$ cat config.mk
export PLATFORM = sky130hd
export DESIGN_NAME = alu_sll_unit
export DESIGN_NICKNAME = d
export VERILOG_FILES = /design/src/rtl/alu_sll_unit_pkg.sv /design/src/rtl/alu_sll_unit_barrel.sv /design/src/rtl/alu_sll_unit.sv
export SDC_FILE = /design/constraint.sdc
export NUM_CORES = 1
export LEC_CHECK = 0
export ABC_AREA = 1
export CAP_MARGIN = 15
export CORE_MARGIN = 1
export CORE_UTILIZATION = 41
export CTS_CLUSTER_DIAMETER = 40
export CTS_CLUSTER_SIZE = 24
export DETAILED_ROUTE_END_ITERATION = 12
export PLACE_DENSITY_LB_ADDON = 0.05
export SLEW_MARGIN = 30
export SYNTH_ARGS = -nofsm -noshare
export SYNTH_HDL_FRONTEND = slang
export SYNTH_SLANG_ARGS = --single-unit
$ cat constraint.sdc
create_clock -name clk -period 6.2 [get_ports clk]
set_input_delay 1.86 -clock clk [delete_from_list [all_inputs] [get_ports clk]]
set_output_delay 1.86 -clock clk [all_outputs]
set_load 0.01 [all_outputs]
$ cat src/rtl/alu_sll_unit_pkg.sv
// Shared ALU definitions: datapath width, shift-amount width and the
// function-select encoding used by the parent ALU result mux.
package alu_sll_unit_pkg;

    localparam int ALU_XLEN    = 32;
    localparam int ALU_SHAMT_W = $clog2(ALU_XLEN);

    typedef enum logic [3:0] {
        ALU_FN_ADD  = 4'h0,
        ALU_FN_SUB  = 4'h1,
        ALU_FN_SLL  = 4'h2,
        ALU_FN_SLT  = 4'h3,
        ALU_FN_SLTU = 4'h4,
        ALU_FN_XOR  = 4'h5,
        ALU_FN_SRL  = 4'h6,
        ALU_FN_SRA  = 4'h7,
        ALU_FN_OR   = 4'h8,
        ALU_FN_AND  = 4'h9
    } alu_fn_e;

endpackage

$ cat src/rtl/alu_sll_unit_barrel.sv
// Logarithmic left barrel shifter: stage k shifts by 2^k when shamt[k] is set.
module sll_barrel_shifter #(
    parameter int XLEN    = 32,
    parameter int SHAMT_W = $clog2(XLEN)
) (
    input  logic [XLEN-1:0]    data,
    input  logic [SHAMT_W-1:0] shamt,
    output logic [XLEN-1:0]    result
);

    logic [XLEN-1:0] stage [0:SHAMT_W];

    assign stage[0] = data;

    for (genvar k = 0; k < SHAMT_W; k++) begin : g_stage
        assign stage[k+1] = shamt[k] ? (stage[k] << (2**k)) : stage[k];
    end

    assign result = stage[SHAMT_W];

endmodule

$ cat src/rtl/alu_sll_unit.sv
// SLL/SLLI function unit: combinational result for the ALU mux plus a
// registered copy with a valid flag for pipelined consumers.
module alu_sll_unit
    import alu_sll_unit_pkg::*;
#(
    parameter int XLEN    = ALU_XLEN,
    parameter int SHAMT_W = $clog2(XLEN)
) (
    input  logic            clk,
    input  logic            rst_n,
    input  logic            in_valid,
    input  logic [XLEN-1:0] rs1,
    input  logic [XLEN-1:0] rs2,
    output logic [XLEN-1:0] rd,
    output logic [XLEN-1:0] rd_q,
    output logic            out_valid
);

    logic [SHAMT_W-1:0] shamt;
    logic               unused_rs2_hi;

    // Only the low shift-amount bits are tapped, so X/garbage above them never reaches rd.
    assign shamt         = rs2[SHAMT_W-1:0];
    assign unused_rs2_hi = ^rs2[XLEN-1:SHAMT_W];

    sll_barrel_shifter #(
        .XLEN    (XLEN),
        .SHAMT_W (SHAMT_W)
    ) u_shifter (
        .data   (rs1),
        .shamt  (shamt),
        .result (rd)
    );

    always_ff @(posedge clk or negedge rst_n) begin
        if (!rst_n) begin
            rd_q      <= '0;
            out_valid <= 1'b0;
        end else begin
            out_valid <= in_valid;
            if (in_valid) begin
                rd_q <= rd;
            end
        end
    end

endmodule

==> impl_results.md <==
* First-pass GRT wire length at between 15000 and 20000 um
* FF-to-FF path depth at 2
* Total vias in the final route at ~3600
* Full die area at around 7400 sq um
* Critical Path Fanout Max at 33
* Hold Path End: rd_q[7]$_DFFE_PN0P_
* Max_slew headroom at a little over three fifths
* Fin area at about 4000 sq um
* Post-CTS Resized at 0
* Iter 0 DRT Violations at a little under 300
* Clock Tree Buf Depth at 2
* Final setup vio count at 0
* Mean post-synth cell area at ~5.7 sq um
* Crit path kind: input pin to primary output
* Routed Antenna Nets at 0
* Effective utilization at floorplan at a little over two fifths
* P&R area growth vs syn at 41.0%
* Most common cell in the synthesized netlist: nand2_1
* Post-Place Worst Slack at ~0.32 ns
* Final cell count without fillers at between 600 and 700
* Drt pass-1 iters at 6
* Vias/cell at ~5.2
* Max-slew violations at 0
* Worst slew pin tran at approximately 0.56 ns
* Largest net degree at the start of global routing at 35
* Sw frac at between 30 and 40%
* Switching power at approximately 260 uW
* Area of the core at 6790 sq um
* Post-synth top area cell: nand2_1
* Layout cell share with drive strength beyond 1 at approximately 3.8%
* Grt total ovfl at 0
* Tot GR Track Use at between 20% and 30%
* Status: completed
* Commonest cells post-synth: 239 x nand2_1, 159 x nand3_1, 33 x dfrtp_1
* VDD IR max at 0.127 mV
* Min-delay src: rd_q[7]$_DFFE_PN0P_
* Data arrival time of the worst path at a little over 4 ns
* Clock sinks at 33
* Total power at 711 uW
* Post-CTS Hold Buffers at 0
* Asr flop ratio synth at between 90% and 100%
* HP Class: flop to flop
* Synth Cell Area at 2890 sq um
* Setup crit end kind: primary output
* Post-placement cell count at about 690
* RSZ-0062 raised after global routing: no
* Post-route setup slack at 0.289 ns
* CTS HTree Levels at 2
* Layout Nets at about 670
* Post-synth EDFFs at 0
* Count of input and output buffers at 104
* Reg-to-Reg End: rd_q[4]$_DFFE_PN0P_
* Clock latency on the worst-skew pair at roughly 0.28 ns
* Syn nets at a little under 600
* DPL Wire Length at 7320 um
* Max cap viols at 0
* Logic pwr share at a little over two fifths
* # IOs at around 130
* Ranking of synthesized cells by area: nand2_1 31%, dfrtp_1 29%, nand3_1 28%
* Worst setup startpoint: rs2[1]
* Clk_skew at 0 ns
* Internal at between 400 and 500 uW
* Post-CTS Setup Inserts at 0
* Instance area at placement at 3990 sq um
* Initial antenna violation count at 0
* Final worst-path cycle share at 95.3%
* Vias in the first global route at around 3300
* Hold Path Depth at 2
* Post-Synthesis Cells at between 500 and 600
* RePlAce Congestion at 0.894
* Reg2Reg Setup Slack at about 5.6 ns
* Worst EP required at between 4 and 5 ns
* Core Util, Final at roughly three fifths
* Reg clk slew, reported paths at ~0.070 ns
* Worst setup SP type: input pin
* Residual DRC at 0
* Num CTS Buffers at 5
* Ys flop type: dfrtp_1
* Minimum clock period at 5.91 ns
* Synth unique cells at 14
* Rows at 30
* Die height at 86.0 um
* Root Driver: clkbuf_8
* Setup TNS at 0 ns
* Top cell type's share of synthesized area at between 30% and 40%
* Synth Register Bits at 33
* WHS at between 0.4 and 0.5 ns
* Clock power frac at a little over a fifth
* Register area share after synthesis at between 20 and 30%
* Synthesis Warnings at 0
* Max Clock Freq at approximately 170 MHz
* Leakage at slightly above 2 nW
* Wirelength, routed at ~9700 um
* Sequential Power Share at 34.8%
* Die W at around 86 um
* FF-to-FF Start: rd_q[4]$_DFFE_PN0P_
* PwrDens at between 150 and 200 nW/um^2
* Number of inserted diodes at 0
* WL per Instance at ~14 um
* TritonCTS clock tree: built
* Final Hold Vio Count at 0
[routing by layer]
metal	track usage [%]	vias up	share of wire (%)
met5	0	-	0
met1	36.4	1618	45
met2	43.7	147	47
met4	3.48	0	0.33
li1	-	1838	-
met3	5.29	4	7.0
[worst max-delay path by stage]
| stage | depth (start not counted) | slack (ns) | end |
|---|---|---|---|
| after CTS | 9 | 0.30 | rd[14] |
| final | 9 | 0.29 | rd[30] |
| after floorplan | 8 | 1.54 | rd[26] |
| after detailed placement | 9 | 0.32 | rd[31] |
| after global routing | 9 | 0.12 | rd[30] |
| after global placement | 9 | 0.32 | rd[12] |
[sequential cells by signal, summed over array words and instances, names as in the netlist]
| name | count |
|---|---|
| out_valid | 1 |
| rd_q | 32 |
[power by group through the flow]
stage	clock network (mW)	registers [mW]	logic, mW
floorplan	0	0.260	0.148
global placement	0	0.250	0.304
CTS	0.160	0.247	0.308
detailed placement	0	0.251	0.306
global route	0.168	0.250	0.340
finish	0.156	0.247	0.308
[final cells by class]
type	instances	area, sq um
multi-input combinational	434	1880
inverter	7	26.3
clock inverter	2	10.0
clock buffer	6	72.6
sequential	33	826
timing repair buffer	117	1140
tap	96	120
fill	690	2720
[cell families after synthesis]
group | count (synthesis) | synth area share [%]
simple gates | 428 | 64.0
buf+inv | 43 | 6.36
flops | 33 | 28.6
compound gates | 6 | 1.04
[worst max-delay path, stage by stage]
cell	delay (ns)
clkdlybuf4s50_1	0.43
inv_2	0.43
nand3_1	0.22
nand2_1	0.12
nand2_1	0.07
nand3_1	0.10
nand3_1	0.15
and2_1	0.19
clkdlybuf4s50_1	0.47
[cells in the final DEF, fill, tap and decap left out]
master	synthesis	layout
o21ai_0	1	1
clkbuf_8	0	5
inv_2	2	3
nand2_1	239	239
nand4_1	2	2
clkdlybuf4s50_1	0	104
nor2_1	12	12
inv_1	5	4
buf_4	4	13
and2_1	16	16
clkinv_2	0	2
clkbuf_1	17	1
a21oi_1	5	5
nand3_1	159	159
dfrtp_1	33	33
Note: power is estimated with default switching activity, not from simulation.
